==> config.mk <==
export PLATFORM = sky130hd
export DESIGN_NAME = uart_tx_cfg_flat
export DESIGN_NICKNAME = d
export VERILOG_FILES = /design/src/rtl/uart_tx_pkg.sv /design/src/rtl/uart_tx_cfg_if.sv /design/src/rtl/uart_baud_tick.sv /design/src/rtl/uart_tx_cfg.sv /design/src/flat_wrapper.sv
export SDC_FILE = /design/constraint.sdc
export NUM_CORES = 1
export LEC_CHECK = 0
export BUFFER_PORTS_ARGS = -buffer_cell sky130_fd_sc_hd__buf_4
export CORE_ASPECT_RATIO = 1.25
export CORE_MARGIN = 3
export CORE_UTILIZATION = 52
export CTS_BUF_LIST = sky130_fd_sc_hd__clkbuf_4 sky130_fd_sc_hd__clkbuf_8
export DETAILED_ROUTE_END_ITERATION = 8
export PLACE_DENSITY_LB_ADDON = 0.08
export SYNTH_ARGS = -nofsm -noshare
export SYNTH_HDL_FRONTEND = slang
export SYNTH_HIERARCHICAL = 1
export SYNTH_SLANG_ARGS = --single-unit
==> constraint.sdc <==
create_clock -name clk -period 5.5 [get_ports clk]
set_clock_uncertainty 0.2 [all_clocks]
set_input_delay 0.275 -clock clk [delete_from_list [all_inputs] [get_ports clk]]
set_output_delay 0.275 -clock clk [all_outputs]
set_load 0.01 [all_outputs]
==> src/rtl/uart_tx_pkg.sv <==
// ---------------------------------------------------------------------------
// uart_tx_pkg
//   Shared constants for the configurable UART transmitter:
//   - FSM state encoding (IDLE, START, DATA, PARITY, STOP)
//   - parity-type selector values (PAR_EVEN, PAR_ODD)
//   - serial line levels (LINE_IDLE, START_BIT)
//   - parity_of(): parity bit for a word given the parity type
// ---------------------------------------------------------------------------
package uart_tx_pkg;

    localparam int STATE_W = 3;

    localparam logic [STATE_W-1:0] IDLE   = 3'd0;
    localparam logic [STATE_W-1:0] START  = 3'd1;
    localparam logic [STATE_W-1:0] DATA   = 3'd2;
    localparam logic [STATE_W-1:0] PARITY = 3'd3;
    localparam logic [STATE_W-1:0] STOP   = 3'd4;

    localparam logic PAR_EVEN = 1'b0;
    localparam logic PAR_ODD  = 1'b1;

    localparam logic LINE_IDLE = 1'b1;
    localparam logic START_BIT = 1'b0;

    // Words narrower than 9 bits are zero-extended by the caller; the extra
    // zeros do not change the XOR reduction.
    function automatic logic parity_of(input logic [8:0] d, input logic par_type);
        logic p;
        p = ^d;
        case (par_type)
            PAR_EVEN: parity_of = p;
            PAR_ODD:  parity_of = ~p;
            default:  parity_of = p;
        endcase
    endfunction

endpackage

==> src/rtl/uart_tx_cfg_if.sv <==
// ---------------------------------------------------------------------------
// uart_tx_cfg_if
//   Word-input side of the UART transmitter.
//   P_Data      word to send (LSB first on the line)
//   Data_Valid  source has a word plus configuration on the bus
//   Data_Ready  transmitter can take the word this cycle
//   Par_En      insert a parity bit after the data bits
//   Par_Type    0 = even, 1 = odd parity
//   Stop_Two    0 = one stop bit, 1 = two stop bits
//   Prescale    clocks per bit (0 behaves as 1)
//
//   Handshake: a word is transferred on a rising edge where Data_Valid and
//   Data_Ready are both high. The source holds P_Data and all configuration
//   stable while Data_Valid is high and not yet accepted. Data_Ready may be
//   evaluated independently of Data_Valid; Data_Valid while Data_Ready is low
//   is simply ignored.
// ---------------------------------------------------------------------------
interface uart_tx_cfg_if #(
    parameter int DATA_WIDTH = 8,
    parameter int PRESCALE_W = 16
);
    logic [DATA_WIDTH-1:0] P_Data;
    logic                  Data_Valid;
    logic                  Data_Ready;
    logic                  Par_En;
    logic                  Par_Type;
    logic                  Stop_Two;
    logic [PRESCALE_W-1:0] Prescale;

    modport master (
        output P_Data, Data_Valid, Par_En, Par_Type, Stop_Two, Prescale,
        input  Data_Ready
    );

    modport slave (
        input  P_Data, Data_Valid, Par_En, Par_Type, Stop_Two, Prescale,
        output Data_Ready
    );
endinterface

==> src/rtl/uart_baud_tick.sv <==
// ---------------------------------------------------------------------------
// uart_baud_tick
//   Bit-time counter. Counts 0..prescale-1 while enabled and raises tick
//   combinationally for the single cycle in which the count is prescale-1.
//   clk       system clock
//   RST       synchronous active-high reset
//   enable    count while a frame is in progress
//   load      restart the count at zero (frame start)
//   prescale  clocks per bit, must be >= 1
//   tick      last clock of the current bit
// ---------------------------------------------------------------------------
module uart_baud_tick #(
    parameter int PRESCALE_W = 16
) (
    input  logic                  clk,
    input  logic                  RST,
    input  logic                  enable,
    input  logic                  load,
    input  logic [PRESCALE_W-1:0] prescale,
    output logic                  tick
);

    logic [PRESCALE_W-1:0] count;

    assign tick = enable && (count == prescale - PRESCALE_W'(1));

    always_ff @(posedge clk) begin
        if (RST) begin
            count <= '0;
        end else if (load || !enable || tick) begin
            count <= '0;
        end else begin
            count <= count + PRESCALE_W'(1);
        end
    end

endmodule

==> src/rtl/uart_tx_cfg.sv <==
// ---------------------------------------------------------------------------
// uart_tx_cfg
//   Runtime-configurable UART transmitter. Frame: start bit, DATA_WIDTH data
//   bits LSB first, optional parity bit, one or two stop bits; every bit is
//   held for the latched prescale count of clocks. A new word can be taken on
//   the final clock of the last stop bit, so back-to-back frames have no gap.
//   clk        system clock, rising edge
//   RST        synchronous active-high reset
//   bus        word input handshake and per-frame configuration (slave side)
//   TX_Out     registered serial line, idle high
//   Busy       registered, high while a frame is on the line
//   state_dbg  current FSM state (uart_tx_pkg encoding)
// ---------------------------------------------------------------------------
module uart_tx_cfg
    import uart_tx_pkg::*;
#(
    parameter int DATA_WIDTH = 8,
    parameter int PRESCALE_W = 16
) (
    input  logic               clk,
    input  logic               RST,
    uart_tx_cfg_if.slave       bus,
    output logic               TX_Out,
    output logic               Busy,
    output logic [STATE_W-1:0] state_dbg
);

    localparam int BIT_W = $clog2(DATA_WIDTH);

    logic [STATE_W-1:0]    state, state_n;
    logic                  tx_q, tx_n;
    logic                  busy_q;
    logic [BIT_W-1:0]      bit_cnt, bit_n;

    // Per-frame copies of the configuration, frozen at accept time.
    logic [DATA_WIDTH-1:0] data_q;
    logic                  par_en_q;
    logic                  par_bit_q;
    logic                  stop_two_q;
    logic [PRESCALE_W-1:0] prescale_q;

    logic tick;
    logic accept;
    logic last_data;
    logic last_stop;

    uart_baud_tick #(
        .PRESCALE_W (PRESCALE_W)
    ) u_baud_tick (
        .clk      (clk),
        .RST      (RST),
        .enable   (state != IDLE),
        .load     (accept),
        .prescale (prescale_q),
        .tick     (tick)
    );

    assign last_data = (bit_cnt == BIT_W'(DATA_WIDTH - 1));
    assign last_stop = (bit_cnt == BIT_W'(stop_two_q));

    // Ready in IDLE, and also on the very last clock of the final stop bit so
    // the next start bit follows with no idle gap.
    assign bus.Data_Ready = !RST && ((state == IDLE) ||
                                     ((state == STOP) && last_stop && tick));
    assign accept = bus.Data_Valid && bus.Data_Ready;

    // TX_Out is registered from the next-state decision, so the line level
    // changes on the same edge as the state.
    always_comb begin
        state_n = state;
        tx_n    = tx_q;
        bit_n   = bit_cnt;
        case (state)
            IDLE: begin
                if (accept) begin
                    state_n = START;
                    tx_n    = START_BIT;
                    bit_n   = '0;
                end
            end
            START: begin
                if (tick) begin
                    state_n = DATA;
                    tx_n    = data_q[0];
                    bit_n   = '0;
                end
            end
            DATA: begin
                if (tick) begin
                    if (last_data) begin
                        bit_n = '0;
                        if (par_en_q) begin
                            state_n = PARITY;
                            tx_n    = par_bit_q;
                        end else begin
                            state_n = STOP;
                            tx_n    = LINE_IDLE;
                        end
                    end else begin
                        // data_q shifts right on this same edge, so bit 1 of
                        // the current copy is the next bit to send.
                        bit_n = bit_cnt + BIT_W'(1);
                        tx_n  = data_q[1];
                    end
                end
            end
            PARITY: begin
                if (tick) begin
                    state_n = STOP;
                    tx_n    = LINE_IDLE;
                    bit_n   = '0;
                end
            end
            STOP: begin
                if (tick) begin
                    if (last_stop) begin
                        bit_n = '0;
                        if (accept) begin
                            state_n = START;
                            tx_n    = START_BIT;
                        end else begin
                            state_n = IDLE;
                            tx_n    = LINE_IDLE;
                        end
                    end else begin
                        bit_n = bit_cnt + BIT_W'(1);
                        tx_n  = LINE_IDLE;
                    end
                end
            end
            default: begin
                state_n = IDLE;
                tx_n    = LINE_IDLE;
                bit_n   = '0;
            end
        endcase
    end

    always_ff @(posedge clk) begin
        if (RST) begin
            state      <= IDLE;
            tx_q       <= LINE_IDLE;
            busy_q     <= 1'b0;
            bit_cnt    <= '0;
            data_q     <= '0;
            par_en_q   <= 1'b0;
            par_bit_q  <= 1'b0;
            stop_two_q <= 1'b0;
            prescale_q <= PRESCALE_W'(1);
        end else begin
            state   <= state_n;
            tx_q    <= tx_n;
            busy_q  <= (state_n != IDLE);
            bit_cnt <= bit_n;
            if (accept) begin
                data_q     <= bus.P_Data;
                par_en_q   <= bus.Par_En;
                par_bit_q  <= parity_of(9'(bus.P_Data), bus.Par_Type);
                stop_two_q <= bus.Stop_Two;
                prescale_q <= (bus.Prescale == '0) ? PRESCALE_W'(1) : bus.Prescale;
            end else if ((state == DATA) && tick) begin
                data_q <= data_q >> 1;
            end
        end
    end

    assign TX_Out    = tx_q;
    assign Busy      = busy_q;
    assign state_dbg = state;

endmodule

==> src/flat_wrapper.sv <==
// flat-port wrapper written by rule: the top's interface ports become plain ports
module uart_tx_cfg_flat import uart_tx_pkg::*;
#(
    parameter int DATA_WIDTH = 8,
    parameter int PRESCALE_W = 16
)
  (clk, RST, TX_Out, Busy, state_dbg, bus_P_Data, bus_Data_Valid, bus_Par_En, bus_Par_Type, bus_Stop_Two, bus_Prescale, bus_Data_Ready);
  uart_tx_cfg_if #(.DATA_WIDTH(DATA_WIDTH), .PRESCALE_W(PRESCALE_W)) bus_i ();
  input  logic clk;
  input  logic RST;
  output logic TX_Out;
  output logic Busy;
  output logic [STATE_W-1:0] state_dbg;
  input wire logic [$bits(bus_i.P_Data)-1:0] bus_P_Data;
  input wire logic [$bits(bus_i.Data_Valid)-1:0] bus_Data_Valid;
  input wire logic [$bits(bus_i.Par_En)-1:0] bus_Par_En;
  input wire logic [$bits(bus_i.Par_Type)-1:0] bus_Par_Type;
  input wire logic [$bits(bus_i.Stop_Two)-1:0] bus_Stop_Two;
  input wire logic [$bits(bus_i.Prescale)-1:0] bus_Prescale;
  output wire logic [$bits(bus_i.Data_Ready)-1:0] bus_Data_Ready;
  assign bus_i.P_Data = bus_P_Data;
  assign bus_i.Data_Valid = bus_Data_Valid;
  assign bus_i.Par_En = bus_Par_En;
  assign bus_i.Par_Type = bus_Par_Type;
  assign bus_i.Stop_Two = bus_Stop_Two;
  assign bus_i.Prescale = bus_Prescale;
  assign bus_Data_Ready = bus_i.Data_Ready;
  uart_tx_cfg #(.DATA_WIDTH(DATA_WIDTH), .PRESCALE_W(PRESCALE_W)) u_core (.clk(clk), .RST(RST), .bus(bus_i), .TX_Out(TX_Out), .Busy(Busy), .state_dbg(state_dbg));
endmodule
==> metrics.txt <==
Power Dens Cells 238.4 nW/um^2; largest net degree at the start of global routing 35; crit path DAT 4.41 ns; clk buf depth 2; Finished Cell Area 3212 sq um; placed instance count 436; Placed Area 3108 sq um; antenna violations before repair 0; worst hold path class input pin to register; nets 415; routability-driven placement congestion ratio 0.8904; Post-Layout Cell Count 444; Post-CTS Setup Bufs 0; initial drt markers approximately 100; DRC Markers 0; grt ovf 0; startpoint class of the critical path register; clock-pin slew on the worst setup and hold paths approximately 0.09 ns; Synth top area share 36.11%; Root Buffer clkbuf_8; critical path, cell by cell inv_1 > ha_1 > or4b_1 > or2_1 > o41ai_1 > nand4_1 > a2111oi_4 > inv_2 > o41ai_4 > nand2_2 > clkinv_2 > nor2_1 > nand2_1 > nor3_1; Worst path max stage delay between 0.5 and 0.6 ns; Setup CP Type register to register; sequential area share after synthesis between 30% and 40%; Fmax 0.2256 GHz; Tot GR Track Use between 20 and 25%; die area 6364 sq um; worst vdd ir around 160 uV; WL per Instance 14.92 microns; yosys warns 6; RSZ-0062 raised after global routing no; starting density of the core ~55%; Period minus WS final 4.432 ns; Skew-Pair Late Insertion Delay 0.30 ns; clock buffer count from CTS 5; cts repair resizes 0; CP Data Required Time 5.48 ns; Hold Fails Final Rpt 0; leading area contributor after synthesis dfxtp_1; Area contributors post-synth dfxtp_1 (36%), xnor2_1 (9.9%), nand2_1 (8.2%); number of diodes 0; met1 Usage GRT 23.48%; Post-DRT Antenna Nets 0; Final setup viols 0; net count after synthesis 384; DP HPWL 5087 microns; status finished, final reports clean; vias per std cell 5.786; htree depth 2; I/O pin cnt 36; CP endpoint kind register; CTS tree done; DR pass1 iterations 4; total negative slack 0 ns; synth-to-layout area growth 13.58%; # Max-Cap Violations 0; Leakage 0.001137 uW; Crit Path Max Fanout 26; Avg Inst Size Synth just over 8 sq um; multi-input logic area 1685 sq um; Post-synth ARST share 0%; count of cell types in the netlist 53; Worst-Margin Slew about 0.6 ns; register area 1021 sq um; core box area 5152 sq um; EDFF count, synth 0; Row Count 29; period utilization around 81%; CP max-delay cell or4b_1; I/O Buffers 35; final wirelength 6623 microns; Overall Power 765.8 uW; layout cells sized above 1 14.40%; R2R setup slack 1.07 ns; final hold slack 0.01443 ns; fin. max-slew vios 0; #FFs+latches synth 51; # hold bufs at CTS 0; met2 Use GR 42.81%; Die Ht ~88 microns; Top Usage Layer GRT met2; first-pass GRT wire length 11120 microns; Synth Cell Area roughly 2800 sq um; DR vias ~2600; grt met3 use 3.636%; clk sinks ~50; Fillers 492; Die W 71.96 microns; Max-slew headroom 59.81%; Mapped Cells 350; vias in the first global route 2522; Main synth FF type dfxtp_1
-- cells by family (layout without fill, tap and decap cells) --
logic type / after synthesis / count (layout) / share of synthesized area, %
AND/OR/NAND/NOR: 153 / 153 / 26.24
AO/OA/AOI/OAI: 73 / 73 / 17.92
flip-flops: 51 / 51 / 36.11
XOR/XNOR: 43 / 43 / 13.32
buffers and inverters: 25 / 57 / 4.292
adder cells (fa/ha/maj): 4 / 4 / 1.770
multiplexers: 1 / 1 / 0.3540
-- flip-flops by register name (all words and copies together), names as in the netlist --
register	cells
u_core/u_baud_tick/count	16
u_core/state_dbg	3
u_core/prescale_q	16
u_core/TX_Out	1
u_core/data_q	8
u_core/bit_cnt	3
u_core/par_bit_q	1
u_core/par_en_q	1
u_core/Busy	1
u_core/stop_two_q	1
-- cell type report --
cell class	count	share of cell area (%)
multi-input combinational	274	52.47
sequential	51	31.79
timing repair buffer	37	8.648
clock buffer	8	3.233
tap	62	2.415
inverter	12	1.441
-- synthesized netlist by cell type, drive strengths merged, types with 7 or more instances --
master,number
xnor2,32
nor2,17
xor2,11
inv,11
nand3,12
a21oi,35
clkbuf,7
dfxtp,51
nor3,21
o21ai,8
nand2,63
nor4,9
-- power breakdown --
group | switching [uW] | internal [uW]
clock | 121 | 120
sequential | 14.6 | 383
combinational | 68.7 | 58.9
total | 204 | 562
-- final timing paths --
path | start | endpoint | cells after the start
max | u_core/prescale_q[0]$_SDFFE_PP1N_ | u_core/u_baud_tick/count[7]$_SDFF_PP0_ | 14
min | bus_Par_En | u_core/par_en_q$_SDFFE_PP0N_ | 3
max reg2reg | u_core/prescale_q[0]$_SDFFE_PP1N_ | u_core/u_baud_tick/count[7]$_SDFF_PP0_ | 14
min reg2reg | u_core/data_q[4]$_SDFFE_PP0P_ | u_core/data_q[4]$_SDFFE_PP0P_ | 2
-- through the flow --
step	setup slack, ns	util (%)
after floorplan	1.448	-
after global placement	1.260	60.32
after detailed placement	1.107	60.32
after CTS	1.083	62.34
after global routing	0.7040	62.34
final	1.068	62.34
-- metal layers --
layer  part of all wire [%]  up-vias
li1                       -     1300
met1                     41     1215
met2                     55       41
met3                    2.6       13
met4                    1.9        0
met5                      0        -
-- layout by cell type (no fill, tap or decap), types with 4 or more instances in the layout --
| cell type | count |
|---|---|
| nand3_1 | 12 |
| dfxtp_1 | 51 |
| a21oi_1 | 35 |
| a22oi_1 | 6 |
| nor4_1 | 9 |
| nand2_1 | 62 |
| ha_1 | 4 |
| xor2_1 | 11 |
| xnor2_1 | 32 |
| clkbuf_8 | 7 |
| buf_4 | 37 |
| or3_1 | 5 |
| o311ai_0 | 4 |
| nor3_1 | 20 |
| nand4_1 | 5 |
| nor2_1 | 17 |
| inv_1 | 10 |
| o21ai_0 | 7 |
-- worst max-delay path: cells and delay by family (launching register included) --
kind                       cells  cell delay (ns)
AOI/OAI and AO/OA              3             1.03
adders and majority gates      1             0.26
buffers and inverters          3             0.55
DFF                            1             0.38
and+or+nand+nor                7             1.88
No activity file was read; power rests on OpenSTA's default activity.
